**src/rtl/wb_regfile_if.sv**
```systemverilog
// Purpose : MEM/WB-to-register-file bundle plus the decode-side read ports.
// Latency : wiring only; no storage.
// Backpr. : none; every write presented is accepted on the next clk edge.
// Ports   : master = pipeline/decode side, slave = wb_regfile.
//   regWrite/R15Write/MemtoReg/loadByte  write controls
//   readData/res/R15_data                candidate write-back values
//   regDes/rdAddr1/rdAddr2               destination and read addresses
//   rdData1/rdData2/wbData               read data and forwarded write-back value
interface wb_regfile_if #(
  parameter int DATA_W = 16,
  parameter int ADDR_W = 4
) ();
  logic              regWrite;
  logic              R15Write;
  logic              MemtoReg;
  logic              loadByte;
  logic [DATA_W-1:0] readData;
  logic [DATA_W-1:0] res;
  logic [DATA_W-1:0] R15_data;
  logic [ADDR_W-1:0] regDes;
  logic [ADDR_W-1:0] rdAddr1;
  logic [ADDR_W-1:0] rdAddr2;
  logic [DATA_W-1:0] rdData1;
  logic [DATA_W-1:0] rdData2;
  logic [DATA_W-1:0] wbData;

  modport master (
    output regWrite, R15Write, MemtoReg, loadByte,
    output readData, res, R15_data, regDes, rdAddr1, rdAddr2,
    input  rdData1, rdData2, wbData
  );

  modport slave (
    input  regWrite, R15Write, MemtoReg, loadByte,
    input  readData, res, R15_data, regDes, rdAddr1, rdAddr2,
    output rdData1, rdData2, wbData
  );
endinterface

```
**src/rtl/wb_regfile.sv**
```systemverilog
// Purpose : write-back select and 2**ADDR_W x DATA_W register file, two bypassed read ports.
// Latency : writes commit on the next rising clk; reads and wbData are combinational.
// Backpr. : none; all asserted writes are taken every edge.
// Ports   : clk, rst (async, active-low) plus wb_regfile_if.slave bus carrying
//           the MEM/WB write controls/data, read addresses and read/forward data.
module wb_regfile #(
  parameter int DATA_W      = 16,
  parameter int ADDR_W      = 4,
  parameter int LB_SIGN_EXT = 1,
  parameter int R15_IDX     = 15
) (
  input  logic         clk,
  input  logic         rst,
  wb_regfile_if.slave  bus
);
  localparam int              NREG  = 1 << ADDR_W;
  localparam logic [ADDR_W-1:0] R15_A = ADDR_W'(R15_IDX);

  logic [DATA_W-1:0] regs_q [NREG];
  logic [DATA_W-1:0] regs_d [NREG];
  logic [DATA_W-1:0] wb_data;
  logic              byte_ext;

  // Upper byte fill for loadByte: copies of bit 7 or zeros.
  assign byte_ext = (LB_SIGN_EXT != 0) ? bus.readData[7] : 1'b0;

  always_comb begin
    wb_data = bus.res;
    if (bus.MemtoReg) begin
      if (bus.loadByte) begin
        wb_data = {{(DATA_W-8){byte_ext}}, bus.readData[7:0]};
      end else begin
        wb_data = bus.readData;
      end
    end
  end

  assign bus.wbData = wb_data;

  // The R15 write is applied last so it overrides a general write to the
  // same register.
  always_comb begin
    regs_d = regs_q;
    if (bus.regWrite) begin
      regs_d[bus.regDes] = wb_data;
    end
    if (bus.R15Write) begin
      regs_d[R15_A] = bus.R15_data;
    end
  end

  always_ff @(posedge clk or negedge rst) begin
    if (!rst) begin
      for (int i = 0; i < NREG; i++) begin
        regs_q[i] <= '0;
      end
    end else begin
      regs_q <= regs_d;
    end
  end

  // Bypass priority mirrors the write priority: R15 port, then general port,
  // then stored value. Reads are forced to zero while reset is held.
  function automatic logic [DATA_W-1:0] read_port(input logic [ADDR_W-1:0] addr);
    logic [DATA_W-1:0] val;
    if (bus.R15Write && (addr == R15_A)) begin
      val = bus.R15_data;
    end else if (bus.regWrite && (addr == bus.regDes)) begin
      val = wb_data;
    end else begin
      val = regs_q[addr];
    end
    return val;
  endfunction

  assign bus.rdData1 = rst ? read_port(bus.rdAddr1) : '0;
  assign bus.rdData2 = rst ? read_port(bus.rdAddr2) : '0;

endmodule

```
**src/flat_wrapper.sv**
```systemverilog
// flat-port wrapper written by rule: the top's interface ports become plain ports
module wb_regfile_flat 
#(
  parameter int DATA_W      = 16,
  parameter int ADDR_W      = 4,
  parameter int LB_SIGN_EXT = 1,
  parameter int R15_IDX     = 15
)
  (clk, rst, bus_regWrite, bus_R15Write, bus_MemtoReg, bus_loadByte, bus_readData, bus_res, bus_R15_data, bus_regDes, bus_rdAddr1, bus_rdAddr2, bus_rdData1, bus_rdData2, bus_wbData);
  wb_regfile_if #(.DATA_W(DATA_W), .ADDR_W(ADDR_W)) bus_i ();
  input  logic clk;
  input  logic rst;
  input wire logic [$bits(bus_i.regWrite)-1:0] bus_regWrite;
  input wire logic [$bits(bus_i.R15Write)-1:0] bus_R15Write;
  input wire logic [$bits(bus_i.MemtoReg)-1:0] bus_MemtoReg;
  input wire logic [$bits(bus_i.loadByte)-1:0] bus_loadByte;
  input wire logic [$bits(bus_i.readData)-1:0] bus_readData;
  input wire logic [$bits(bus_i.res)-1:0] bus_res;
  input wire logic [$bits(bus_i.R15_data)-1:0] bus_R15_data;
  input wire logic [$bits(bus_i.regDes)-1:0] bus_regDes;
  input wire logic [$bits(bus_i.rdAddr1)-1:0] bus_rdAddr1;
  input wire logic [$bits(bus_i.rdAddr2)-1:0] bus_rdAddr2;
  output wire logic [$bits(bus_i.rdData1)-1:0] bus_rdData1;
  output wire logic [$bits(bus_i.rdData2)-1:0] bus_rdData2;
  output wire logic [$bits(bus_i.wbData)-1:0] bus_wbData;
  assign bus_i.regWrite = bus_regWrite;
  assign bus_i.R15Write = bus_R15Write;
  assign bus_i.MemtoReg = bus_MemtoReg;
  assign bus_i.loadByte = bus_loadByte;
  assign bus_i.readData = bus_readData;
  assign bus_i.res = bus_res;
  assign bus_i.R15_data = bus_R15_data;
  assign bus_i.regDes = bus_regDes;
  assign bus_i.rdAddr1 = bus_rdAddr1;
  assign bus_i.rdAddr2 = bus_rdAddr2;
  assign bus_rdData1 = bus_i.rdData1;
  assign bus_rdData2 = bus_i.rdData2;
  assign bus_wbData = bus_i.wbData;
  wb_regfile #(.DATA_W(DATA_W), .ADDR_W(ADDR_W), .LB_SIGN_EXT(LB_SIGN_EXT), .R15_IDX(R15_IDX)) u_core (.clk(clk), .rst(rst), .bus(bus_i));
endmodule
```
**config.mk**
```make
export PLATFORM = sky130hd
export DESIGN_NAME = wb_regfile_flat
export DESIGN_NICKNAME = d
export VERILOG_FILES = /design/src/rtl/wb_regfile_if.sv /design/src/rtl/wb_regfile.sv /design/src/flat_wrapper.sv
export SDC_FILE = /design/constraint.sdc
export NUM_CORES = 1
export LEC_CHECK = 0
export CORE_ASPECT_RATIO = 0.8
export CORE_MARGIN = 2
export CORE_UTILIZATION = 60
export DETAILED_ROUTE_END_ITERATION = 12
export GPL_ROUTABILITY_DRIVEN = 0
export PLACE_DENSITY = 0.85
export SLEW_MARGIN = 20
export SYNTH_ARGS = -nofsm -noshare
export SYNTH_HDL_FRONTEND = slang
export SYNTH_SLANG_ARGS = --single-unit
```
**constraint.sdc**
```tcl
create_clock -name clk -period 3.2 [get_ports clk]
set_input_delay 0.64 -clock clk [delete_from_list [all_inputs] [get_ports clk]]
set_output_delay 0.64 -clock clk [all_outputs]
set_load 0.02 [all_outputs]
```
==> results of run 1 <==
[kinds of logic after synthesis]
group	after synthesis	share of synthesized area
AO/OA/AOI/OAI	417	0.169
AND/OR/NAND/NOR	407	0.114
flip-flops	256	0.442
multiplexers	193	0.218
buffers and inverters	166	0.0530
XOR/XNOR	8	0.00483
[power by group]
part	internal (mW)	total, mW	leakage (nW)	switching (mW)
clock network	2.19	3.56	0.491	1.37
logic	1.32	2.71	4.51	1.39
registers	3.92	4.50	3.24	0.581
[what timing repair did]
| item | CTS | global route |
|---|---|---|
| pin swaps | 2 | 1 |
| gates cloned | 0 | 3 |
| setup endpoints to repair | 42 | 40 |
| gates resized for setup | 87 | 71 |
| endpoints found under the hold margin | 13 | 0 |
| hold buffers | 1 | 0 |
| setup buffers | 8 | 5 |
[layer usage]
| metal | vias up | track usage | routed length (um) |
|---|---|---|---|
| met5 | - | 0 | 0 |
| met4 | 0 | 0.189 | 3200 |
| met3 | 294 | 0.0881 | 6010 |
| met2 | 1191 | 0.605 | 22200 |
| met1 | 6473 | 0.491 | 17500 |
| li1 | 5581 | - | - |
[path summary, 6_finish.rpt]
check                                         from                  to  slack (ns)  depth (start not counted)
worst max-delay path                bus_rdAddr1[0]     bus_rdData1[11]       -0.02                          7
worst min-delay path            u_core.regs_q[214]  u_core.regs_q[214]        0.50                          2
worst max register to register    u_core.regs_q[6]    u_core.regs_q[6]        2.40                          2
worst min register to register  u_core.regs_q[214]  u_core.regs_q[214]        0.50                          2
max in group asynchronous                      rst  u_core.regs_q[196]        1.32                          4
min in group asynchronous                      rst  u_core.regs_q[205]        0.57                          2
[final cells by class]
class                      count  area [um^2]
multi-input combinational   1025         7500
fill                        1460         5520
sequential                   256         6410
inverter                      27          101
clock inverter                11          213
timing repair buffer         294         2680
clock buffer                  36          779
tap                          312          390
[per-stage QoR]
step	hold WS (ns)	power [mW]	setup TNS [ns]	utilization
after floorplan	0.344	6.00	0	-
after global placement	0.473	6.88	-9.69	0.713
after detailed placement	0.486	7.06	-10.72	0.713
after CTS	0.501	10.6	0	0.762
after global routing	0.528	11.2	-0.103	0.766
final	0.503	10.8	-0.0255	0.766
[cell usage in the layout (no fill, tap or decap), types with 7 or more instances in the layout]
cell type        synthesis  layout
a221o_1                  9       9
clkdlybuf4s50_1          0      53
mux2i_1                 74      68
nor2b_1                 20      18
nor2_1                  51      51
buf_4                    9     155
mux4_2                  96      96
clkinv_1                 9       9
dlygate4sd2_1            0      14
dlymetal6s2s_1           0      10
o21ai_0                271     271
clkbuf_8                 0       7
buf_12                   0      19
a31o_2                   7       7
a21oi_1                 25      19
a31oi_1                 32      32
o22ai_1                 16      13
a211oi_2                 0      11
inv_1                   18      18
nand2_1                313     312
clkbuf_16                0      30
clkbuf_2                 0      23
o311a_1                 32      32
a211oi_1                23      12
nand2b_1                 8       8
mux2_2                  23      23
dfrtp_1                256     256
[worst reg2reg max path: stages (launching register included)]
cell and delay (ns):
dfrtp_1 0.41, o21ai_0 0.16, o21ai_0 0.10
==> metrics.md, run 1 <==
| Metric | Value |
|---|---|
| Root buf cell | `clkbuf_16` |
| Die extent in y | `143 um` |
| Yosys top cell by area | `dfrtp_1` |
| # port buffers | `113` |
| Setup crit end kind | `primary output` |
| Peak supply drop | `0.468 mV` |
| Vias per cell | `6.90` |
| Row cnt | `50` |
| Detail Placement HPWL | `31400 um` |
| Worst-path cell chain | `clkdlybuf4s50_1 > buf_4 > or2_4 > o22ai_1 > a211oi_2 > o311a_1 > clkdlybuf4s15_1` |
| Nets@finish | `1697` |
| Clock Latency Late Sink | `0.53 ns` |
| Total grt overflow | `0` |
| RSZ-0062 raised after global routing | `true` |
| Largest registers | `u_core.regs_q: 256 flops` |
| Top cells by area, synth | `dfrtp_1, mux4_2, o21ai_0` |
| First-iteration detailed-routing DRC count | `2002` |
| CTS tree | `yes` |
| DRT antenna net count | `0` |
| Placed cells | `1897` |
| TritonRoute pass-1 iters | `8` |
| Vias in the first global route | `13400` |
| Number of synthesized flops with an enable pin | `0` |
| Syn nets | `1513` |
| Synth Flop Type | `dfrtp_1` |
| Worst Path Arrival | `2.58 ns` |
| H-tree depth | `1` |
| # IOs | `114` |
| Async S/R FF share, synth | `1.00` |
| Max Freq | `310 MHz` |
| Critical path class | `in2out` |
| Inserted Diodes | `0` |
| Synth top cells by count | `nand2_1, o21ai_0, dfrtp_1, mux4_2, clkbuf_1` |
| Synth top area share | `0.442` |
| Area Overhead vs Synth | `24.5%` |
| Total vias in the final route | `13500` |
| Total track usage | `0.379` |
| Final Max Tran Viols | `0` |
| Reg with most FFs | `u_core.regs_q` |
| Crit Path Max Fanout | `16` |
| Remaining DRCs | `0` |
| Failing checks | `negative setup slack` |
| Dpl ws | `-0.420 ns` |
| Mapped Cells | `1447` |
| Worst endpoint required time | `2.56 ns` |
| Slowest CP cell | `clkdlybuf4s50_1` |
| First-pass GRT wire length | `73700 um` |
| Reg clk slew, reported paths | `0.06 ns` |
| Final worst slack | `-0.0231 ns` |
| Pin count of the biggest net entering global routing | `63` |
| Slowest stage delay, CP | `0.51 ns` |
| Synth Area per Inst | `10.0 um^2` |
| Lkg Pwr | `8.24 nW` |
| Post-Route WL | `48800 um` |
| Synth warn | `0` |
| Hold Fails Final Rpt | `0` |
| Synth unique cells | `35` |
| Number of synthesized register bits | `256` |
| WL per Instance | `24.9 um` |
| Core Footprint | `23600 um^2` |
| Clk buf depth | `3` |
| Top-count cell post-synth | `nand2_1` |
| Worst slew margin | `0.481` |
| Layout cells sized above 1 | `0.255` |
| Max-Cap Viols | `0` |
| Bufs and invs on worst path | `3` |
| Starting Density | `0.615` |
| Die width | `178 um` |
| Die Area | `25400 um^2` |
| Inserted Clock Buffers | `27` |
| Critical Path Source Type | `input pin` |
| Max reg flops | `256` |
| Placed Area | `16800 um^2` |
| PwrDens | `597 nW/um^2` |
| Initial antenna violation count | `0` |
| Hold WC Path Type | `reg2reg` |
| CP delay by family, top | `buffers and inverters` |
| Final setup viols | `2` |
| Final Critical Period | `3.22 ns` |
| Worst clock skew | `0 ns` |
| CTS sink cnt | `256` |
| Status | `finished with violations` |
| Register area share after synthesis | `0.442` |
| Final instance area | `18100 um^2` |
| Worst Tran Pin Value | `0.778 ns` |
| Crit share post-route | `1.01` |
| Finished Layout Cells | `1961` |
| Syn Std Cell Area | `14500 um^2` |
(Power assumes the default switching activity.)
==> inputs of run 2 (changes only) <==
- CORE_UTILIZATION: 60 -> 50
- HOLD_SLACK_MARGIN: default -> 0.1
- PLACE_DENSITY: 0.85 -> 0.73
==> run 2 against run 1 <==
- the flow finishes with violations (design-rule violations)
- maximum frequency is 1.4% higher
- setup slack better by 0.043 ns
- clock skew stayed put
- clock power is 13% lower
- total power is 6.1% lower
- global-route usage is 6.9 points lower
- first-iteration DRC count is 25% lower
- final cell count is 2.4% higher
- highest routed layer unchanged
==> metrics.md, run 2 (same netlist as run 1, synthesis figures left out) <==
| Metric | Value |
|---|---|
| Vias per cell | `6.23` |
| Critical Path Source Type | `input pin` |
| Dpl ws | `-0.449 ns` |
| Worst Path Arrival | `2.54 ns` |
| CTS tree | `yes` |
| Bufs and invs on worst path | `4` |
| Core Footprint | `28400 um^2` |
| Die extent in y | `156 um` |
| RSZ-0062 raised after global routing | `false` |
| Pin count of the biggest net entering global routing | `46` |
| Final setup viols | `0` |
| Remaining DRCs | `8` |
| Die Area | `30400 um^2` |
| Reg with most FFs | `u_core.regs_q` |
| Total track usage | `0.311` |
| Hold WC Path Type | `reg2reg` |
| Layout cells sized above 1 | `0.238` |
| Clock Latency Late Sink | `0.54 ns` |
| Peak supply drop | `0.437 mV` |
| Area Overhead vs Synth | `22.9%` |
| Post-Route WL | `45800 um` |
| Starting Density | `0.510` |
| Slowest CP cell | `clkdlybuf4s50_1` |
| Inserted Diodes | `0` |
| First-pass GRT wire length | `72200 um` |
| Crit Path Max Fanout | `15` |
| Nets@finish | `1685` |
| Reg clk slew, reported paths | `0.06 ns` |
| TritonRoute pass-1 iters | `11` |
| Row cnt | `55` |
| WL per Instance | `22.8 um` |
| Max reg flops | `256` |
| Setup crit end kind | `primary output` |
| Crit share post-route | `0.994` |
| Lkg Pwr | `8.04 nW` |
| Critical path class | `in2out` |
| Commonest non-fill, non-tap cell in the layout | `nand2_1` |
| Worst endpoint required time | `2.56 ns` |
| First-iteration detailed-routing DRC count | `1501` |
| Hold Fails Final Rpt | `0` |
| Final Max Tran Viols | `0` |
| H-tree depth | `1` |
| Worst Tran Pin Value | `0.595 ns` |
| Total grt overflow | `0` |
| Inserted Clock Buffers | `27` |
| Commonest cells after routing, fill and taps aside | `nand2_1, o21ai_0, dfrtp_1` |
| Max-Cap Viols | `0` |
| CTS sink cnt | `256` |
| Status | `finished with violations` |
| Slowest stage delay, CP | `0.53 ns` |
| Final Critical Period | `3.18 ns` |
| Max Freq | `314 MHz` |
| Detail Placement HPWL | `32000 um` |
| # IOs | `114` |
| Worst-path cell chain | `clkdlybuf4s50_1 > and3_1 > nand3_1 > buf_12 > a31oi_1 > buf_4 > o311a_1 > clkdlybuf4s15_2` |
| Clk buf depth | `3` |
| Failing checks | `design-rule violations` |
| Placed cells | `1954` |
| Initial antenna violation count | `0` |
| Final worst slack | `0.0203 ns` |
| CP delay by family, top | `buffers and inverters` |
| Total vias in the final route | `12500` |
| Die width | `194 um` |
| Finished Layout Cells | `2009` |
| Largest registers | `u_core.regs_q: 256 flops` |
| Worst slew margin | `0.603` |
| Vias in the first global route | `12600` |
| Worst clock skew | `0 ns` |
| PwrDens | `568 nW/um^2` |
| # port buffers | `113` |
| Root buf cell | `clkbuf_16` |
| DRT antenna net count | `0` |
-- run 2: worst reg2reg max path, cell delays in order (launching register included) --
cell	delay [ns]
dfrtp_1	0.44
mux2i_1	0.16
o21ai_0	0.10
-- run 2: area by class of cell --
cell class                      instances  area, um^2
Clock buffer                           40         815
Tap cell                              370         463
Clock inverter                          9        53.8
Inverter                               27         101
Multi-Input combinational cell       1025        7420
Fill cell                            2306       10600
Timing Repair Buffer                  282        2560
Sequential cell                       256        6410
-- run 2: final timing paths --
path / depth (start not counted) / slack [ns] / startpoint / endpoint
worst max register to register: 2 / 2.37 / u_core.regs_q[15] / u_core.regs_q[15]
min in group asynchronous: 2 / 0.56 / rst / u_core.regs_q[99]
worst max-delay path: 8 / 0.02 / bus_R15Write / bus_rdData2[4]
worst min register to register: 2 / 0.50 / u_core.regs_q[98] / u_core.regs_q[98]
max in group asynchronous: 4 / 1.52 / rst / u_core.regs_q[171]
worst min-delay path: 2 / 0.50 / u_core.regs_q[98] / u_core.regs_q[98]
-- run 2: timing repair --
item	CTS	global route
hold buffers	1	0
gates cloned	0	0
resized for setup	99	39
setup endpoints to repair	44	27
setup buffers	5	0
endpoints found under the hold margin	16	0
pin swaps	3	5
-- run 2: report_power, final --
part           switching [mW]  internal [mW]  leakage [nW]  total (mW)
clock network            1.33           1.75         0.430        3.09
logic                    1.28           1.29          4.38        2.57
registers               0.531           3.92          3.24        4.45
total                    3.14           6.97          8.04        10.1
-- run 2: stage by stage --
step | utilization | setup TNS, ns | hold WS (ns) | area (um^2) | total power [mW]
floorplan | - | 0 | 0.344 | 14500 | 6.00
global placement | 0.596 | -11.08 | 0.473 | 16900 | 6.92
detailed placement | 0.596 | -12.12 | 0.486 | 16900 | 7.06
CTS | 0.630 | 0 | 0.499 | 17900 | 10.1
global route | 0.627 | 0 | 0.526 | 17800 | 10.6
finish | 0.627 | 0 | 0.498 | 17800 | 10.1
-- run 2: per-layer routing --
| metal | track usage | share of wire | vias to the layer above |
|---|---|---|---|
| li1 | - | - | 5555 |
| met1 | 0.427 | 0.41 | 6141 |
| met2 | 0.497 | 0.46 | 680 |
| met3 | 0.0640 | 0.093 | 132 |
| met4 | 0.106 | 0.039 | 0 |
| met5 | 0 | 0 | - |
